## config.mk

```make
export PLATFORM = sky130hd
export DESIGN_NAME = posit_regime_lzd
export DESIGN_NICKNAME = d
export VERILOG_FILES = /design/src/rtl/posit_unpack_stage_pkg.sv /design/src/rtl/posit_unpack_stage_regime_lzd.sv
export SDC_FILE = /design/constraint.sdc
export NUM_CORES = 1
export LEC_CHECK = 0
export CAP_MARGIN = 40
export CORE_MARGIN = 4
export CORE_UTILIZATION = 50
export DETAILED_ROUTE_END_ITERATION = 10
export PLACE_DENSITY_LB_ADDON = 0.08
export SYNTH_ARGS = -nofsm -noshare
export SYNTH_HDL_FRONTEND = slang
export SYNTH_SLANG_ARGS = --single-unit
```

## constraint.sdc

```tcl
create_clock -name vclk -period 43.5
set_input_delay 8.7 -clock vclk [all_inputs]
set_output_delay 8.7 -clock vclk [all_outputs]
set_load 0.01 [all_outputs]
```

## src/rtl/posit_unpack_stage_pkg.sv

```systemverilog
// Shared posit types and widths for the PairHMM posit datapath.
package posit_pkg;

  localparam int unsigned N  = 32;
  localparam int unsigned ES = 2;
  localparam int unsigned SW = $clog2(N) + ES + 1;
  localparam int unsigned FW = N - ES - 2;
  localparam int unsigned MW = $clog2(N);

  typedef logic [N-1:0] posit_t;

  typedef struct packed {
    logic                 sign;
    logic                 zero;
    logic                 inf;
    logic signed [SW-1:0] scale;
    logic [FW-1:0]        frac;
  } posit_unpacked_t;

  localparam posit_t NAR = {1'b1, {(N-1){1'b0}}};

endpackage

```

## src/rtl/posit_unpack_stage_regime_lzd.sv

```systemverilog
// Regime run detector: length and polarity of the leading run in a posit magnitude.
module posit_regime_lzd
  import posit_pkg::*;
(
  input  logic [N-2:0]  i_magnitude,
  output logic [MW-1:0] o_m,
  output logic          o_polarity
);

  logic w_done;

  always_comb begin
    o_polarity = i_magnitude[N-2];
    o_m        = '0;
    w_done     = 1'b0;
    for (int unsigned i = 0; i < N-1; i++) begin
      if (!w_done && (i_magnitude[N-2-i] == o_polarity)) begin
        o_m = o_m + 1'b1;
      end else begin
        w_done = 1'b1;
      end
    end
  end

endmodule

```

==> metrics.txt, run 1 <==
status finished, final reports clean; Reg area 0 um2; Die Y-Extent slightly below 100 um; CP bufs+invs 5; Max-Cap Viols 0; P per Cell Area between 10 and 15 mW/mm2; Leakage 0.00163 uW; CTS resizes 0; RSZ-0062 raised after global routing no; first-pass GRT wire length 18300 um; PortBufs 37; HPWL after detailed placement around 8700 um; 1st-pass router iterations 4; Critical Path Source Type input pin; Worst Path Required ~35 ns; initial core utilization around half; vias after detailed routing about 4500; slew at the pin with the worst max-slew slack between 0.8 and 0.9 ns; multi-input logic area approximately 0.004 mm2; Final Non-Filler Cells between 700 and 800; Area Overhead vs Synth 7.90%; fmax between 30 and 40 MHz; worst setup path category input pin to primary output; Levels on crit path 68; Warnings, synthesis 0; DR iter-0 viols 204; seq_cells 0; Rows 33; Ant. Diodes 0; Slowest-stage cell, CP a2111oi_2; initial antenna violation count 0; global route overflow 0; post-route ant nets 0; hold path depth 3; Avg Synthesized Cell Area ~6.7 um2; Critical Path AT ~22 ns; clock buf count 0; DR WL/cell ~15 um; setup TNS 0 ns; Largest delay share family, worst path compound AO/OA/AOI/OAI gates; Synth top area share approximately 8%; CTS Hold Buffers Added 0; Yosys cell types ~90; Via density 6.16; Period minus WS final slightly above 30 ns; syn nets 679; NumNets Final between 600 and 700; placed insts roughly 730; slowest stage delay, CP around 0.6 ns; layout cells sized above 1 under 10%; die area about 0.0099 mm2; Synth area leaders ha_1, a21oi_1, xnor2_1, nand2_1, o21ai_0; Global Route Usage Sum a little over a fifth; core region area roughly 0.008 mm2; Final GP Congestion ~1; setup violators final 0; Relative slew margins ~44%; VDD IR-drop max a little under 7 uV; IO Count 37; Fill cells 788; Die X 99.3 um; vias in the first global route 4089; post-synth top area cell ha_1; crit end category primary output; critical path's most frequent cell ha_1; Gate Count Post-Synth slightly above 600; register area share after synthesis 0%; crit path max fanout 8; worst min path class input pin to primary output; Routed WL 10800 um; post-CTS setup buffer count 0; Netlist Area Pre-Place 0.00417 mm2; Final Cycle Share 70.6%; final hold vios 0; drc violations 0; final max-slew violation count 0; largest net degree at the start of global routing 81
-- routing by layer --
layer	GRT usage (%)	vias up	wire length, um	part of all wire, %
met5	0	-	0	0
met3	1.40	15	586	5.4
met2	36.4	151	5000	46
met1	29.1	2059	5050	47
li1	-	2293	-	-
met4	2.84	0	143	1.3
-- layout by cell type, fill, tap and decap left out, types with 4 or more instances in the layout --
cell type | netlist | routed
a21boi_0 | 5 | 5
a21o_1 | 4 | 4
a21oi_1 | 62 | 62
a221oi_1 | 4 | 4
a31oi_1 | 11 | 11
and2_1 | 9 | 9
and3_1 | 7 | 7
clkdlybuf4s50_1 | 0 | 36
ha_1 | 26 | 26
inv_1 | 23 | 23
maj3_1 | 4 | 4
mux2i_1 | 10 | 10
nand2_1 | 67 | 67
nand2b_1 | 14 | 14
nand3_1 | 26 | 26
nor2_1 | 54 | 54
nor2b_1 | 11 | 11
nor3_1 | 22 | 22
nor3b_1 | 4 | 4
nor4_1 | 6 | 6
o21ai_0 | 42 | 42
o22ai_1 | 9 | 9
o31ai_1 | 4 | 4
or2_2 | 10 | 10
or3_1 | 11 | 11
xnor2_1 | 32 | 32
xnor2_4 | 4 | 4
xnor3_2 | 4 | 4
xor2_1 | 20 | 20
-- per-stage QoR --
| step | util, % | hold WS (ns) | setup WS, ns | instance area [um2] | total power (uW) |
|---|---|---|---|---|---|
| final | 55.0 | 18.51 | 12.80 | 4500 | 46.2 |
| after global routing | 55.0 | 18.59 | 11.57 | 4500 | 51.5 |
| after CTS | 55.0 | 18.53 | 12.90 | 4500 | 45.8 |
| after detailed placement | 55.0 | 18.52 | 12.96 | 4500 | 45.4 |
| after global placement | 55.0 | 18.53 | 13.41 | 4500 | 44.7 |
| after floorplan | - | 17.49 | 13.39 | 4170 | 34.7 |
-- cell type report --
cell class | count | share of cell area [%]
Multi-Input combinational cell | 566 | 86.8
Timing Repair Buffer | 38 | 8.29
Tap cell | 105 | 2.92
Inverter | 24 | 2.00
-- report_power, final --
group	internal (uW)	total, uW	switching, uW	leakage [uW]
logic	19.8	46.2	26.5	0.00163
clock network	0	0	0	0
registers	0	0	0	0
-- worst paths after layout --
| kind | slack, ns | endpoint | from |
|---|---|---|---|
| hold / removal | 18.51 | o_polarity | i_magnitude[30] |
| setup / recovery | 12.80 | o_m[4] | i_magnitude[28] |
-- cells by family after synthesis --
family / synth area share, %
compound gates: 29.6
xor+xnor: 18.9
fa+ha+maj: 8.77
buf+inv: 6.37
mux: 3.57
simple gates: 32.8
-- synth_stat cells (all sizes together) (6+ instances only) --
| master | n |
|---|---|
| nor2 | 56 |
| xnor3 | 7 |
| a21oi | 62 |
| a21o | 6 |
| and3 | 10 |
| buf | 12 |
| o21ai | 45 |
| mux2i | 10 |
| nor2b | 11 |
| o22ai | 10 |
| ha | 26 |
| nand2 | 69 |
| nor4 | 6 |
| and2 | 10 |
| xnor2 | 38 |
| nor3 | 22 |
| or3 | 12 |
| nand2b | 14 |
| or2 | 10 |
| a21boi | 6 |
| nand3 | 27 |
| clkbuf | 20 |
| inv | 24 |
| a31oi | 13 |
| xor2 | 20 |
No activity file was read; power rests on OpenSTA's default activity.
==> run 2: changes to the inputs <==
==> constraint.sdc (replaced) <==
create_clock -name vclk -period 28.7
set_input_delay 5.74 -clock vclk [all_inputs]
set_output_delay 5.74 -clock vclk [all_outputs]
set_load 0.01 [all_outputs]
==> metrics.txt, run 2 (synthesis gave the netlist of run 1 again) <==
Critical Path AT 19.09 ns (-2.91 ns); drc violations 0 (unchanged); Util after Layout 55.0% (unchanged); Largest delay share family, worst path compound AO/OA/AOI/OAI gates; final max-slew violation count 0 (unchanged); Period minus WS final approximately 25 ns; CTS Hold Buffers Added 0 (unchanged); initial core utilization 51.0% (unchanged); crit end category primary output; leading cell type in the layout, fill and taps excluded nand2_1; seq_cells 0 (unchanged); most frequent cells in the layout nand2_1, a21oi_1, nor2_1; DR iter-0 viols 187 (-8.3%); DR WL/cell 14.6 um (-0.66%); Leakage 0.00163 uW (unchanged); Fill cells 808 (+2.5%); Final Cycle Share between 80% and 90%; Slowest-stage cell, CP a2111oi_2; setup violators final 0 (unchanged); Final GP Congestion 0.976 (-3.6%); Die X 99.3 um (unchanged); Worst Path Required 22.96 ns (-11.84 ns); PortBufs 37 (unchanged); P per Cell Area 15.7 mW/mm2 (+52%); 1st-pass router iterations 5 (+1); placed inst area 0.00450 mm2 (unchanged); worst setup path category input pin to primary output; multi-input logic area 0.00390 mm2 (unchanged); clock buf count 0 (unchanged); core region area 0.00818 mm2 (unchanged); Critical Path Source Type input pin; fmax around 40 MHz; Area Overhead vs Synth 7.90% (unchanged); slowest stage delay, CP 0.61 ns (about the same); crit path max fanout 8 (unchanged); Die Y-Extent 99.3 um (unchanged); setup TNS 0 ns (unchanged); NumNets Final 687 (unchanged); CTS resizes 0 (unchanged); global route overflow 0 (unchanged); post-route ant nets 0 (unchanged); CP bufs+invs 5 (unchanged); Reg area 0 um2 (unchanged); first-pass GRT wire length 18000 um (-1.5%); Global Route Usage Sum 20.7% (-0.22 points); initial antenna violation count 0 (unchanged); Relative slew margins 44.8% (+0.51 points); IO Count 37 (unchanged); die area 0.00986 mm2 (unchanged); layout cells sized above 1 8.44% (unchanged); vias after detailed routing 4485 (-0.73%); Rows 33 (unchanged); post-CTS setup buffer count 0 (unchanged); Via density 6.12 (-0.73%); slew at the pin with the worst max-slew slack 0.828 ns (-0.00765 ns); Max-Cap Viols 0 (unchanged); Overall Power 70.4 uW (+52%); VDD IR-drop max 8.67 uV (+25%); largest net degree at the start of global routing 81 (unchanged); status finished, final reports clean; HPWL after detailed placement 8540 um (-1.6%); RSZ-0062 raised after global routing no; Routed WL 10700 um (-0.66%); Ant. Diodes 0 (unchanged); vias in the first global route 4001 (-2.2%); critical path's most frequent cell ha_1; Finished Cell Area 0.00450 mm2 (unchanged); worst min path class input pin to primary output; final hold vios 0 (unchanged)
## run 2: cell counts in the layout (fill, tap and decap cells not counted)
No cell type changed its count.
## run 2: path summary, 6_finish.rpt
check                 cells after the start    endpoint             from
worst max-delay path                     67      o_m[4]  i_magnitude[28]
worst min-delay path                      3  o_polarity  i_magnitude[30]
## run 2: layout make-up
| cell class | count | area share (%) |
|---|---|---|
| Inverter | 24 | 2.00 |
| Multi-Input combinational cell | 566 | 86.8 |
| Tap cell | 105 | 2.92 |
| Timing Repair Buffer | 38 | 8.29 |
## run 2: per-layer routing
metal / vias up / routed length [um] / GRT usage, %
met5: - / 0 / 0
met3: 18 / 512 / 1.12
met4: 0 / 176 / 3.15
met1: 2032 / 5070 / 28.8
met2: 140 / 4950 / 36.1
li1: 2295 / - / -
## run 2: per-stage QoR
step,instances,hold WS (ns),worst slack [ns]
global route,733,12.67,2.69
CTS,733,12.61,4.01
finish,733,12.58,3.87
floorplan,622,11.57,4.51
detailed placement,733,12.60,4.06
global placement,733,12.60,4.50
## run 2: report_power, final
| part | switching (uW) | internal [uW] |
|---|---|---|
| registers | 0 | 0 |
| clock network | 0 | 0 |
| logic | 40.4 | 30.0 |
==> run 3: changes to the inputs <==
--- a/config.mk
+++ b/config.mk
@@ -5,11 +5,13 @@
 export SDC_FILE = /design/constraint.sdc
 export NUM_CORES = 1
 export LEC_CHECK = 0
+export ABC_AREA = 1
 export CAP_MARGIN = 40
 export CORE_MARGIN = 4
 export CORE_UTILIZATION = 50
 export DETAILED_ROUTE_END_ITERATION = 10
 export PLACE_DENSITY_LB_ADDON = 0.08
+export SLEW_MARGIN = 20
 export SYNTH_ARGS = -nofsm -noshare
 export SYNTH_HDL_FRONTEND = slang
 export SYNTH_SLANG_ARGS = --single-unit
==> metrics.txt, run 3 <==
leading cell type in the layout, fill and taps excluded nand2_1; Avg Synthesized Cell Area 5.06 um2 (-24%); IO Count 37 (unchanged); Yosys cell types 39 (-58%); post-synth top area cell nand2_1; syn nets 627 (-7.7%); Ant. Diodes 0 (unchanged); setup TNS 0 ns (unchanged); Slowest-stage cell, CP clkdlybuf4s50_1; global route overflow 0 (unchanged); XOR/XNOR Fraction of Synth Area 5.08% (-14 points); worst setup path category input pin to primary output; vias in the first global route 2913 (-27%); first-pass GRT wire length 11000 um (-39%); slew at the pin with the worst max-slew slack 0.467 ns (-0.361 ns); Final Cycle Share 76.3% (-10 points); Gate Count Post-Synth 570 (-8.4%); DR iter-0 viols 100 (-47%); CTS Hold Buffers Added 0 (unchanged); sequential share of power 0% (unchanged); initial antenna violation count 0 (unchanged); Reg area 0 um2 (unchanged); Die X 83.9 um (-15%); Post-Synth Adder-Cell Area 11.3% (+2.5 points); initial core utilization 52.1% (+1.1 points); area share of and/or/nand/nor cells after synthesis 58.1% (+25 points); Final GP Congestion 0.827 (-15%); switching share of power 57.9% (+0.51 points); drc violations 0 (unchanged); post-route ant nets 0 (unchanged); Comb pwr share 100.0% (about the same); vias after detailed routing 3272 (-27%); Netlist Area Pre-Place 0.00288 mm2 (-31%); Internal 18.3 uW (-39%); Compound-Gate Fraction of Synth Area 10.1% (-20 points); Critical Path Source Type input pin; die area 0.00705 mm2 (-29%); largest net degree at the start of global routing 43 (-47%); clock buf count 0 (unchanged); Period minus WS final 21.90 ns (-2.93 ns); fmax 45.7 MHz (+13%); crit path max fanout 42 (+34); Max-Cap Viols 0 (unchanged); layout cells sized above 1 10.9% (+2.5 points); RSZ-0062 raised after global routing no; Largest delay share family, worst path adder cells; Synth top area share 25.1% (+17 points); final max-slew violation count 0 (unchanged); Rows 27 (-18%); Worst Path Required 22.96 ns (about the same); sw power 25.2 uW (-38%); core region area 0.00554 mm2 (-32%); mux cell area share after synthesis 0% (-3.6 points); NumNets Final 662 (-3.6%); CP bufs+invs 9 (+4); register area share after synthesis 0% (unchanged); Synth area leaders nand2_1, inv_1, ha_1, nand3_1, nor2_1; Hold Slack 12.62 ns (+0.0341 ns); Warnings, synthesis 0 (unchanged); Routed WL 6100 um (-43%); Global Route Usage Sum 17.0% (-3.7 points); Relative slew margins 68.8% (+24 points); PortBufs 37 (unchanged); HPWL after detailed placement 5370 um (-37%); most frequent cells in the layout nand2_1, inv_1, nor2_1; setup violators final 0 (unchanged); P per Cell Area 13.1 mW/mm2 (-16%); worst min path class input pin to primary output; most frequent cells after synthesis nand2_1, inv_1, nor2_1; cell with the most instances after synthesis nand2_1; crit end category primary output; main combinational cell family by area after synthesis simple AND/OR/NAND/NOR gates; post-CTS setup buffer count 0 (unchanged); Leakage 0.00194 uW (+19%); Die Y-Extent 83.9 um (-15%); Critical Path Source i_magnitude[30]; DR WL/cell 9.03 um (-38%); Via density 4.85 (-21%); seq_cells 0 (unchanged); 1st-pass router iterations 4 (-1); clock power share 0% (unchanged); Hold Crit Start i_magnitude[0]; slowest stage delay, CP 0.54 ns (-0.07 ns); status finished, final reports clean; CTS resizes 0 (unchanged); Critical Path AT 16.16 ns (-2.93 ns); VDD IR-drop max 8.80 uV (+1.5%); final hold vios 0 (unchanged); Area Overhead vs Synth 15.1%
[run 3: path summary, 6_finish.rpt]
| path | end | slack, ns | cells past startpoint |
|---|---|---|---|
| min | o_m[1] | 12.62 | 6 |
| max | o_m[4] | 6.80 | 62 |
[run 3: power by group through the flow]
stage / clock [uW] / sequential [uW] / combinational [uW]
CTS: 0 / 0 / 44.0
floorplan: 0 / 0 / 31.1
finish: 0 / 0 / 43.5
global route: 0 / 0 / 51.4
detailed placement: 0 / 0 / 43.7
global placement: 0 / 0 / 42.4
[run 3: logic make-up (layout without fill, tap and decap cells)]
kind of cell	after synthesis	in the layout
xor+xnor	15	15
fa+ha+maj	26	26
simple gates	366	366
buf+inv	114	147
compound gates	49	49
[run 3: tightest hold or removal path, stage by stage]
cell	delay [ns]
clkdlybuf4s50_1	0.41
nand2_1	0.07
a21oi_1	0.08
nand2_1	0.06
nand2_1	0.05
clkdlybuf4s50_1	0.47
[run 3: through the flow]
step,std cells,worst slack (ns),total power (uW),util (%),instance area [um2]
2_1_floorplan,570,8.53,31.1,-,2880
3_3_place_gp,675,7.10,42.4,59.9,3320
3_5_place_dp,675,6.81,43.7,59.9,3320
4_1_cts,675,6.79,44.0,59.9,3320
5_1_grt,675,5.66,51.4,59.9,3320
6_report,675,6.80,43.5,59.9,3320
[run 3: area by class of cell]
type / instances / area [um2]
fillers: 578 / 2220
repair buffers: 38 / 378
multi-input cells: 456 / 2440
inverters: 109 / 414
well taps: 72 / 90.1
[run 3: metal layers]
metal,track usage (%),vias up,wire (um)
met4,0.585,0,27
met3,0.0987,2,112
li1,-,1846,-
met2,35.7,33,3100
met5,0,-,0
met1,19.7,1391,2850
